**config.mk**
```make
export PLATFORM = sky130hd
export DESIGN_NAME = derandomizer
export DESIGN_NICKNAME = d
export VERILOG_FILES = /design/src/rtl/derandomizer.sv
export SDC_FILE = /design/constraint.sdc
export NUM_CORES = 1
export LEC_CHECK = 0
export ABC_AREA = 1
export BUFFER_PORTS_ARGS = -buffer_cell sky130_fd_sc_hd__buf_2
export CAP_MARGIN = 20
export CORE_ASPECT_RATIO = 0.7
export CORE_UTILIZATION = 46
export DETAILED_ROUTE_END_ITERATION = 8
export PLACE_DENSITY = 0.77
export SETUP_SLACK_MARGIN = 0.15
export SYNTH_ARGS = -nofsm -noshare
export SYNTH_HDL_FRONTEND = slang
export SYNTH_SLANG_ARGS = --single-unit
```
**constraint.sdc**
```tcl
create_clock -name i_clk -period 1.5 [get_ports i_clk]
set_input_delay 0.15 -clock i_clk [delete_from_list [all_inputs] [get_ports i_clk]]
set_output_delay 0.15 -clock i_clk [all_outputs]
set_load 0.005 [all_outputs]
```
**src/rtl/derandomizer.sv**
```systemverilog
// -----------------------------------------------------------------------------
// derandomizer
//
// Receive-side physical-layer descrambler. Regenerates the Gold-code
// scrambling sequence Rn in {0,1,2,3} from two 18-bit LFSRs and de-rotates
// each received complex symbol by exp(-j*pi*Rn/2). The sequence restarts on
// every start-of-frame strobe. The block sits between the demodulator symbol
// stream and the frame deframer/decoder.
//
// Parameters
//   W          signed width of each I/Q sample
//   FRAME_LEN  symbols per scrambled frame (>= 2)
//   CNT_W      in-frame counter width, 2**CNT_W >= FRAME_LEN
//
// Ports
//   i_clk      clock
//   i_reset    synchronous, active-high reset (wins over any input)
//   i_valid    input symbol valid
//   i_sof      first symbol of a frame, qualified by i_valid
//   i_i, i_q   signed received symbol
//   o_valid    output symbol valid (1-cycle latency, registered)
//   o_sof      first symbol of a frame, aligned with o_valid
//   o_eof      last symbol of a frame, aligned with o_valid
//   o_i, o_q   signed de-rotated symbol (hold value while o_valid is low)
//   o_rn       Rn applied to the current output symbol (debug)
//   o_err      pulse: i_sof arrived while a frame was still in progress
//   o_drop     pulse: valid symbol without i_sof arrived while idle
//
// Build option
//   DERANDOMIZER_SAT_EN  when defined, negation saturates so that
//                        -(-2**(W-1)) becomes 2**(W-1)-1; otherwise the
//                        negation wraps in two's complement.
// -----------------------------------------------------------------------------
module derandomizer #(
    parameter int W         = 8,
    parameter int FRAME_LEN = 16200,
    parameter int CNT_W     = 16
) (
    input  logic                i_clk,
    input  logic                i_reset,
    input  logic                i_valid,
    input  logic                i_sof,
    input  logic signed [W-1:0] i_i,
    input  logic signed [W-1:0] i_q,
    output logic                o_valid,
    output logic                o_sof,
    output logic                o_eof,
    output logic signed [W-1:0] o_i,
    output logic signed [W-1:0] o_q,
    output logic [1:0]          o_rn,
    output logic                o_err,
    output logic                o_drop
);

    // -------------------------------------------------------------------------
    // Constants
    // -------------------------------------------------------------------------
    localparam logic [17:0]         X_SEED   = 18'h00001;
    localparam logic [17:0]         Y_SEED   = 18'h3FFFF;
    localparam logic [CNT_W-1:0]    LAST_CNT = CNT_W'(FRAME_LEN - 1);
    localparam logic signed [W-1:0] S_MIN    = {1'b1, {(W-1){1'b0}}};
    localparam logic signed [W-1:0] S_MAX    = {1'b0, {(W-1){1'b1}}};

    typedef enum logic [0:0] {
        StIdle,
        StRun
    } state_t;

    // -------------------------------------------------------------------------
    // Sequence generator helpers
    // -------------------------------------------------------------------------
    function automatic logic [17:0] f_x_adv(input logic [17:0] x);
        return {x[7] ^ x[0], x[17:1]};
    endfunction

    function automatic logic [17:0] f_y_adv(input logic [17:0] y);
        return {y[10] ^ y[7] ^ y[5] ^ y[0], y[17:1]};
    endfunction

    // The quadrature tap set of this Gold code skips y[7]; with it the seed
    // state yields Rn=0 for the first symbol of every frame.
    function automatic logic [1:0] f_rn(input logic [17:0] x, input logic [17:0] y);
        logic msb;
        logic lsb;
        msb = x[4] ^ x[6] ^ x[15]
            ^ y[5] ^ y[6] ^ y[8] ^ y[9] ^ y[10] ^ y[11]
            ^ y[12] ^ y[13] ^ y[14] ^ y[15];
        lsb = x[0] ^ y[0];
        return {msb, lsb};
    endfunction

    // Negation; only the most negative code needs special handling.
    function automatic logic signed [W-1:0] f_neg(input logic signed [W-1:0] a);
        logic signed [W-1:0] neg;
        neg = -a;
`ifdef DERANDOMIZER_SAT_EN
        if (a == S_MIN) begin
            neg = S_MAX;
        end
`else
        if (a == S_MIN) begin
            neg = S_MIN;
        end
`endif
        return neg;
    endfunction

    // -------------------------------------------------------------------------
    // State
    // -------------------------------------------------------------------------
    state_t           r_state;
    logic [CNT_W-1:0] r_cnt;
    logic [17:0]      r_x;
    logic [17:0]      r_y;

    // -------------------------------------------------------------------------
    // Datapath: an sof symbol is processed with the seed state in the same
    // cycle the seeds are reloaded, so the generator source is muxed here.
    // -------------------------------------------------------------------------
    logic [17:0]         w_x_src;
    logic [17:0]         w_y_src;
    logic [1:0]          w_rn;
    logic signed [W-1:0] w_i_rot;
    logic signed [W-1:0] w_q_rot;
    logic                w_accept;
    logic                w_last;

    always_comb begin
        w_x_src  = i_sof ? X_SEED : r_x;
        w_y_src  = i_sof ? Y_SEED : r_y;
        w_rn     = f_rn(w_x_src, w_y_src);
        w_accept = i_valid & (i_sof | (r_state == StRun));
        w_last   = (r_cnt == LAST_CNT);

        w_i_rot = i_i;
        w_q_rot = i_q;
        unique case (w_rn)
            2'd0: begin
                w_i_rot = i_i;
                w_q_rot = i_q;
            end
            2'd1: begin
                w_i_rot = i_q;
                w_q_rot = f_neg(i_i);
            end
            2'd2: begin
                w_i_rot = f_neg(i_i);
                w_q_rot = f_neg(i_q);
            end
            2'd3: begin
                w_i_rot = f_neg(i_q);
                w_q_rot = i_i;
            end
        endcase
    end

    // -------------------------------------------------------------------------
    // FSM with registered outputs
    // -------------------------------------------------------------------------
    always_ff @(posedge i_clk) begin
        if (i_reset) begin
            r_state <= StIdle;
            r_cnt   <= '0;
            r_x     <= X_SEED;
            r_y     <= Y_SEED;
            o_valid <= 1'b0;
            o_sof   <= 1'b0;
            o_eof   <= 1'b0;
            o_i     <= '0;
            o_q     <= '0;
            o_rn    <= 2'd0;
            o_err   <= 1'b0;
            o_drop  <= 1'b0;
        end else begin
            o_valid <= 1'b0;
            o_sof   <= 1'b0;
            o_eof   <= 1'b0;
            o_err   <= 1'b0;
            o_drop  <= 1'b0;

            // Generator and sample path advance only on accepted symbols.
            if (w_accept) begin
                o_valid <= 1'b1;
                o_sof   <= i_sof;
                o_i     <= w_i_rot;
                o_q     <= w_q_rot;
                o_rn    <= w_rn;
                r_x     <= f_x_adv(w_x_src);
                r_y     <= f_y_adv(w_y_src);
            end

            if (i_valid) begin
                unique case (r_state)
                    StIdle: begin
                        if (i_sof) begin
                            r_state <= StRun;
                            r_cnt   <= CNT_W'(1);
                        end else begin
                            o_drop <= 1'b1;
                        end
                    end
                    StRun: begin
                        if (i_sof) begin
                            // Resync: abort the current frame without an eof,
                            // even when this was its last slot.
                            o_err <= 1'b1;
                            r_cnt <= CNT_W'(1);
                        end else if (w_last) begin
                            o_eof   <= 1'b1;
                            r_state <= StIdle;
                            r_cnt   <= '0;
                        end else begin
                            r_cnt <= r_cnt + CNT_W'(1);
                        end
                    end
                endcase
            end
        end
    end

endmodule

```
== After elaboration in Yosys (flattened, before gate mapping) ==
Cells that the tools add are included.
W data, S select, Z words.
Word-level totals
  register bits after elaboration: 76
  output and inout bits: 23
  input port bits: 20
  word-level logic and storage cells: 67
Cells by class
  bitwise logic cells: 22
  reduce and logical (&&, ||, !) cells: 6
  equal/unequal tests: 7
  add/subtract/negate cells: 3
  mux-type cells: 17
Operators by type and width (number)
  $pmux W8 S4: 2
  $mux W16: 3
  $mux W18: 2
  $pmux W16 S2: 1
  $xor A1 B1 Y1: 17
  $add A16 B1 Y16 const B: 1
  $eq A16 B14 Y1 const B: 1
  $eq A8 B8 Y1 const B: 2
  $mux W8: 2
  $neg A8 Y8: 2
  $mux W1: 6
  $reduce_or A3 Y1: 2
  $eq A2 B2 Y1 const B: 2
  $reduce_or A4 Y1: 1
  $not A1 Y1: 3
  $eq A2 B1 Y1 const B: 1
  $logic_not A2 Y1: 1
  $ne A2 B2 Y1 const B: 1
  $pmux W1 S2: 1
  $reduce_and A2 Y1: 1
  $reduce_or A2 Y1: 1
  $and A1 B1 Y1: 1
  $or A1 B1 Y1: 1

== Longest topological paths before layout ==
Gate-level depths: netlist (run 1).
  word-level depth: 15
  mapped depth: 18
  gate-level depth less buffers: 16

== Least setup slack after synthesis (run 1) ==
No wires, ideal clock.
  kind: register to register
  from: register r_y[10]
  to: register o_i[1]
  library setup time: 0.132 ns
  data required time: 1.368 ns
  stages on the path, launching flop included: 18
  data arrival time: 1.443 ns
  slack: -0.075 ns
  cells stage by stage: dfxtp_1 inv_1 nand2_1 nand2_1 nand2_1 nand2_1 inv_1 nor2_2 nand2_2 nand2_1 nand2_2 nand2_4 buf_6 nand3_1 nand2_1 clkinv_1 nand2_1 a21oi_1
On the way
  longest elaborated chain between the ends: 9
  elaborated cells between the ends (all ways): 12
  those cells by class: 3 x eq/ne; 2 x mux; 6 x bitwise; 1 x reduce/logical
Ends and longest elaborated chain
  start, declared: RTL line 114  | logic [17:0] r_y;
  start signal, assigned: RTL line 189  | r_y <= f_y_adv(w_y_src);
  $mux W18 *: RTL line 130  | w_y_src = i_sof ? Y_SEED : r_y;
  $xor A1 B1 Y1 * (2 in series): RTL line 86  | ^ y[5] ^ y[6] ^ y[8] ^ y[9] ^ y[10] ^ y[11]
  $xor A1 B1 Y1 * (4 in series): RTL line 87  | ^ y[12] ^ y[13] ^ y[14] ^ y[15];
  $eq A2 B2 Y1, or another cell as far along: RTL line 137  | unique case (w_rn)
  $pmux W8 S4 *: RTL line 137
  end signal, assigned: RTL line 185  | o_i <= w_i_rot;
  end, declared: RTL line 48  | output logic signed [W-1:0] o_i,
Mark *: on every way between the ends. The rest lies on a longest branch, timed or not.
A chain may end at the register's enable or synchronous reset.

== Worst setup path in the final report (run 1) ==
Same ends and word-level chain as after synthesis.

==> results of run 1 <==
-- power by group through the flow --
stage	clock network [mW]	logic [mW]	registers, mW
after global routing	2.23	0.807	2.10
after global placement	0	0.537	2.14
after floorplan	0	0.301	2.14
final	2.13	0.753	2.09
after detailed placement	0	0.548	2.14
after CTS	2.15	0.685	2.10
-- Yosys cell counts (3+ instances only) --
cell	n	area, um2
a32o_1	10	100
o21ai_0	22	110
inv_1	79	297
buf_2	10	50.1
nand3_1	52	260
a21oi_1	44	220
ha_1	3	37.5
o21ai_1	10	50.1
buf_6	4	45.0
nor3_1	9	45.0
dfxtp_1	76	1520
nor2_1	38	143
inv_2	9	33.8
clkbuf_1	19	71.3
nand2_1	150	563
xor2_1	5	43.8
a32oi_1	17	149
nand4_1	28	175
a221oi_1	4	35.0
-- metal layers --
| metal | up-vias | part of all wire [%] | GRT usage [%] |
|---|---|---|---|
| met1 | 2360 | 41 | 38.3 |
| met4 | 0 | 2.9 | 7.66 |
| met3 | 43 | 8.0 | 7.09 |
| met5 | - | 0 | 0 |
| met2 | 244 | 48 | 50.2 |
| li1 | 2358 | - | - |
-- cell usage in the layout (no fill, tap or decap), drive strengths merged --
cell type and n:
a211oi 2, a21boi 1, a21oi 44, a221oi 4, a32o 10, a32oi 17, buf 165, bufinv 1
clkbuf 14, clkinv 4, dfxtp 76, ha 3, inv 87, nand2 155, nand3 53, nand4 28
nor2 40, nor3 9, nor4 2, o211ai 2, o21ai 33, o21bai 1, o221ai 2, o31ai 1
o32ai 1, or2 1, xnor2 2, xor2 5
-- metrics by stage --
step                      cell area, um2  setup TNS [ns]  util, %  worst slack [ns]
final                               6430           -7.76     74.9            -0.327
after global routing                6430           -9.86     74.9            -0.397
after CTS                           5940           -4.80     69.2            -0.286
after detailed placement            5040          -11.86     58.7            -0.474
after global placement              5040          -10.22     58.7            -0.418
after floorplan                     4190          -0.493        -           -0.0569
-- critical path: cells and delay by family (launching register included) --
kind	cells	cell delay, ns
buffers and inverters	3	0.29
flip-flops	1	0.32
AO/OA/AOI/OAI	1	0.05
AND/OR/NAND/NOR	11	1.04
-- logic make-up after synthesis --
kind of cell,Yosys count,synth area share (%)
adder cells (fa/ha/maj),3,0.908
flip-flops,76,36.8
AO/OA/AOI/OAI,118,18.2
buffers and inverters,124,12.3
XOR/XNOR,7,1.48
AND/OR/NAND/NOR,286,30.4
-- state kept, by name (all words and copies together), names as in the netlist --
name	cells
o_sof	1
o_drop	1
r_cnt	16
o_i	8
o_eof	1
r_state	1
o_err	1
o_valid	1
o_q	8
o_rn	2
r_x	18
r_y	18
-- what timing repair did --
item	CTS	global route
hold endpoints to repair	0	0
pin swaps	44	59
hold buffers	0	0
setup endpoints to repair	68	68
resized for setup	79	106
setup buffers	23	12
gates cloned	7	2
-- area by class of cell --
class,instances,share of cell area (%)
Sequential cell,76,24.1
Inverter,90,5.39
Clock inverter,2,0.545
Tap cell,120,2.34
Timing Repair Buffer,166,22.6
Clock buffer,13,3.89
Multi-Input combinational cell,416,41.2
-- final timing paths --
| check | from | to | slack, ns | cells after the start |
|---|---|---|---|---|
| min reg2reg | o_i[2] | o_i[2] | 0.46 | 2 |
| max reg2reg | r_y[10] | o_i[1] | -0.33 | 15 |
| max | r_y[10] | o_i[1] | -0.33 | 15 |
| min | i_valid | o_sof | 0.16 | 3 |
==> metrics.txt, run 1 <==
net switching power=1.26 mW; Nets=782; Leak=2.95 nW; max_slew headroom=72.3%; failing checks=setup timing; clock sinks=76; critical path's largest stage delay=0.32 ns; Pins Over Slew Limit=0; hold_ws=0.158 ns; CORE AREA=0.00858 mm2; Initial Util=48.2%; FF/Latch Area=0.00155 mm2; RSZ-0062 raised after global routing=yes; Max-Cap Viols=0; placed cells=825; DR vias/cell=5.67; peak supply drop=0.691 mV; drt total wl=15.2 mm; initial antenna violation count=0; Port Buf Inserts=42; ys flop type=dfxtp_1; CTS Buffer Depth=2; EDFF count, synth=0; dpl hpwl=8.40 mm; Remaining DRCs=0; GRT Overall Usage=29.8%; grt total ovfl=0; Final Hold Vio Count=0; H-tree depth=3; fin crit share=122%; Worst Path Required=1.72 ns; CP Class=reg2reg; Fillers=584; PwrDens=775 mW/mm2; CP Cell Sequence=inv_2 -> nand2_2 -> nand2_2 -> nand2_4 -> nor2_2 -> nor2_4 -> nand2_4 -> nand3_4 -> nand2_8 -> buf_12 -> nand3_4 -> nand2_2 -> clkinv_2 -> nand2_2 -> a21oi_2; multi-input logic area=0.00265 mm2; Yosys cell types=37; worst-margin pin slew=0.412 ns; outcome=finished with violations; Comb power frac=15.1%; Power, Total=4.98 mW; synthesized cell area=0.00414 mm2; CP max stage cell=dfxtp_2; largest net degree at the start of global routing=29; ANT nets after route=0; Post-synth ARST share=0%; Die Footprint=0.00938 mm2; crit start category=flop; synth warn=0; Avg WL per Cell=17.2 um; count of non-filler cells in the finished layout=883; CTS tree=yes; via count=5005; endpoint type of the worst setup path=flop; f_max=0.547 GHz; Data arrival, critical path=2.04 ns; register area share after synthesis=36.8%; clk root buf=clkbuf_16; Initial DRC Count=424; share of cells above drive strength 1=42.5%; Routability Congestion=0.934; fin crit period=1.83 ns; first-pass GRT wire length=21.5 mm; CTS buffer count=9; part of the power in the clock network=42.8%; vias in the first global route=4502; final worst slack=-0.327 ns; Internal=3.72 mW; io pins=43; syn_area_per_cell=6.74 um2; Reg clk slew, reported paths=0.06 ns; synth-to-layout area growth=55.4%; Setup-failing EPs final=33; Hold Path Class=in2reg; crit-path max FO=8; #FFs+latches synth=76; die width=115 um; Syn Inst Count=614; Max Clock Skew=0.00513 ns; Row Count=28; Syn Nets=637; first-pass iteration count of the detailed router=5; diode count=0; switch share=25.4%; clk_lat worst skew=0.34 ns; cell mode on critical path=nand2_2; chip height=81.3 um; Reg power frac=42.1%
Power figures use the tool's default switching activity.
==> inputs of run 2 (changes only) <==
--- a/config.mk
+++ b/config.mk
@@ -9,9 +9,9 @@
 export BUFFER_PORTS_ARGS = -buffer_cell sky130_fd_sc_hd__buf_2
 export CAP_MARGIN = 20
 export CORE_ASPECT_RATIO = 0.7
-export CORE_UTILIZATION = 46
+export CORE_UTILIZATION = 39
 export DETAILED_ROUTE_END_ITERATION = 8
-export PLACE_DENSITY = 0.77
+export PLACE_DENSITY = 0.69
 export SETUP_SLACK_MARGIN = 0.15
 export SYNTH_ARGS = -nofsm -noshare
 export SYNTH_HDL_FRONTEND = slang
==> run 2 against run 1 <==
  * The run still ends with setup timing left
  * Via count down 1.6%
  * Combinational power shrank 8.8%
  * Utilization shrank 13 points
  * Total power increased by 0.48%
  * Routed wire length decreased by 4.4%
  * Fmax is 8.0% lower
  * Clock power up 4%
  * Sequential share of layout area rose by 0.10 points
  * Non-clock buffer count fell by 2
  * Sequential power hardly changed
  * Register-to-register slack got worse by 0.16 ns
  * Cell count is 1.1% higher
==> metrics.txt, run 2 (same netlist as run 1, synthesis figures left out) <==
Die Footprint=0.0110 mm2; fin crit period=1.98 ns; share of cells above drive strength 1=44.0%; Pins Over Slew Limit=0; largest registers=r_x: 18 flops, r_y: 18 flops, r_cnt: 16 flops; endpoint type of the worst setup path=flop; Post-CTS Hold Fix Bufs=0; Hold Path Depth=3; Max-Cap Viols=0; drt total wl=14.5 mm; largest net degree at the start of global routing=43; initial antenna violation count=1; DR vias/cell=5.51; dpl hpwl=8.56 mm; failing checks=setup timing; diode count=0; Leak=2.96 nW; clock sinks=76; CTS buffer count=9; Remaining DRCs=0; fin crit share=132%; CTS tree=yes; clk root buf=clkbuf_16; Data arrival, critical path=2.25 ns; crit-path max FO=6; max_slew headroom=74.1%; Initial DRC Count=485; RSZ-0062 raised after global routing=yes; io pins=43; first-pass iteration count of the detailed router=7; worst r2r path cells=17; die width=125 um; via count=4924; chip height=88.2 um; register-to-register setup slack=-0.48 ns; CTS Buffer Depth=2; H-tree depth=3; Port Buf Inserts=42; placed instance area=0.00508 mm2; Design Area, Final=0.00640 mm2; Setup WS pre-CTS=-0.399 ns; CORE AREA=0.0103 mm2; GRT Overall Usage=24.9%; Fillers=857; multi-input logic area=0.00262 mm2; peak supply drop=0.578 mV; Hold Path Class=in2reg; CP Class=reg2reg; ANT nets after route=0; Row Count=31; most frequent cells in the layout=nand2_1, buf_4, inv_1; Setup-failing EPs final=26; Worst Path Required=1.77 ns; first-pass GRT wire length=21.5 mm; vias in the first global route=4513; Avg WL per Cell=16.3 um; worst-margin pin slew=0.385 ns; Final Hold Vio Count=0; final worst slack=-0.485 ns; crit start category=flop; commonest non-fill, non-tap cell in the layout=nand2_1; Routability Congestion=0.889; Max Clock Skew=0.00771 ns; outcome=finished with violations; FF/Latch Area=0.00155 mm2; PwrDens=781 mW/mm2; Reg clk slew, reported paths=0.06 ns; synth-to-layout area growth=54.8%; grt total ovfl=0; clk_lat worst skew=0.34 ns; f_max=0.504 GHz; Initial Util=40.1%; Nets=779
## run 2: cell count changes in the layout (fill, tap and decap cells not counted), moves of 4 or more
| cell | change |
|---|---|
| a21oi_2 | -4 |
| a32oi_1 | -4 |
| a32oi_2 | +4 |
| buf_6 | -4 |
| dfxtp_2 | +4 |
| nand2_2 | +4 |
| nand2_8 | -4 |
## run 2: where the power goes
part           internal (mW)  switching [mW]  leakage, nW
clock                   1.34           0.882        0.146
sequential              2.06          0.0304        0.621
combinational          0.286           0.401         2.19
## run 2: path summary, 6_finish.rpt
check / endpoint / from
setup / recovery: o_q[2] / r_y[10]
hold / removal: o_valid / i_valid
setup reg to reg: o_q[2] / r_y[10]
hold reg to reg: o_q[4] / o_q[4]
## run 2: worst max-delay path, cell delays in order, from the launching register on
cell	delay, ns
dfxtp_2	0.32
inv_2	0.08
nand2_2	0.07
nand2_2	0.11
nand2_4	0.08
nand2_4	0.09
inv_2	0.04
nor2_2	0.11
nand2_2	0.10
nand2_2	0.07
nand2_2	0.09
nand2_4	0.12
buf_12	0.13
buf_6	0.12
o21ai_1	0.06
nand3_1	0.09
nand2_1	0.09
a21oi_1	0.14
## run 2: routing by layer
metal,track usage (%),vias to the layer above,share of wire [%]
met4,7.76,0,1.9
li1,-,2353,-
met1,32.7,2338,44
met3,6.17,31,7.5
met2,40.8,202,47
met5,0,-,0
## run 2: cell type report
type,count,area share [%]
Multi-Input combinational cell,414,40.9
Sequential cell,76,24.2
Tap cell,132,2.58
Clock inverter,5,0.938
Clock buffer,11,3.79
Timing Repair Buffer,164,22.0
Inverter,90,5.43
Timing Repair inverter,1,0.0977
## run 2: timing repair
action,CTS,global route
pin swaps,40,56
setup endpoints to repair,65,69
resized for setup,102,81
cloned,4,3
buffers inserted,20,14
## run 2: per-stage QoR
step           instances  power (mW)  hold WS (ns)  setup TNS, ns  utilization, %
6_report             893        5.00         0.158          -7.79            62.1
3_5_place_dp         837        2.69         0.452         -14.60            49.3
5_1_grt              893        5.19         0.179         -10.40            62.1
4_1_cts              877        4.97         0.128          -3.90            57.7
3_3_place_gp         837        2.68         0.441         -11.74            49.3
2_1_floorplan        614        2.44         0.344         -0.493               -
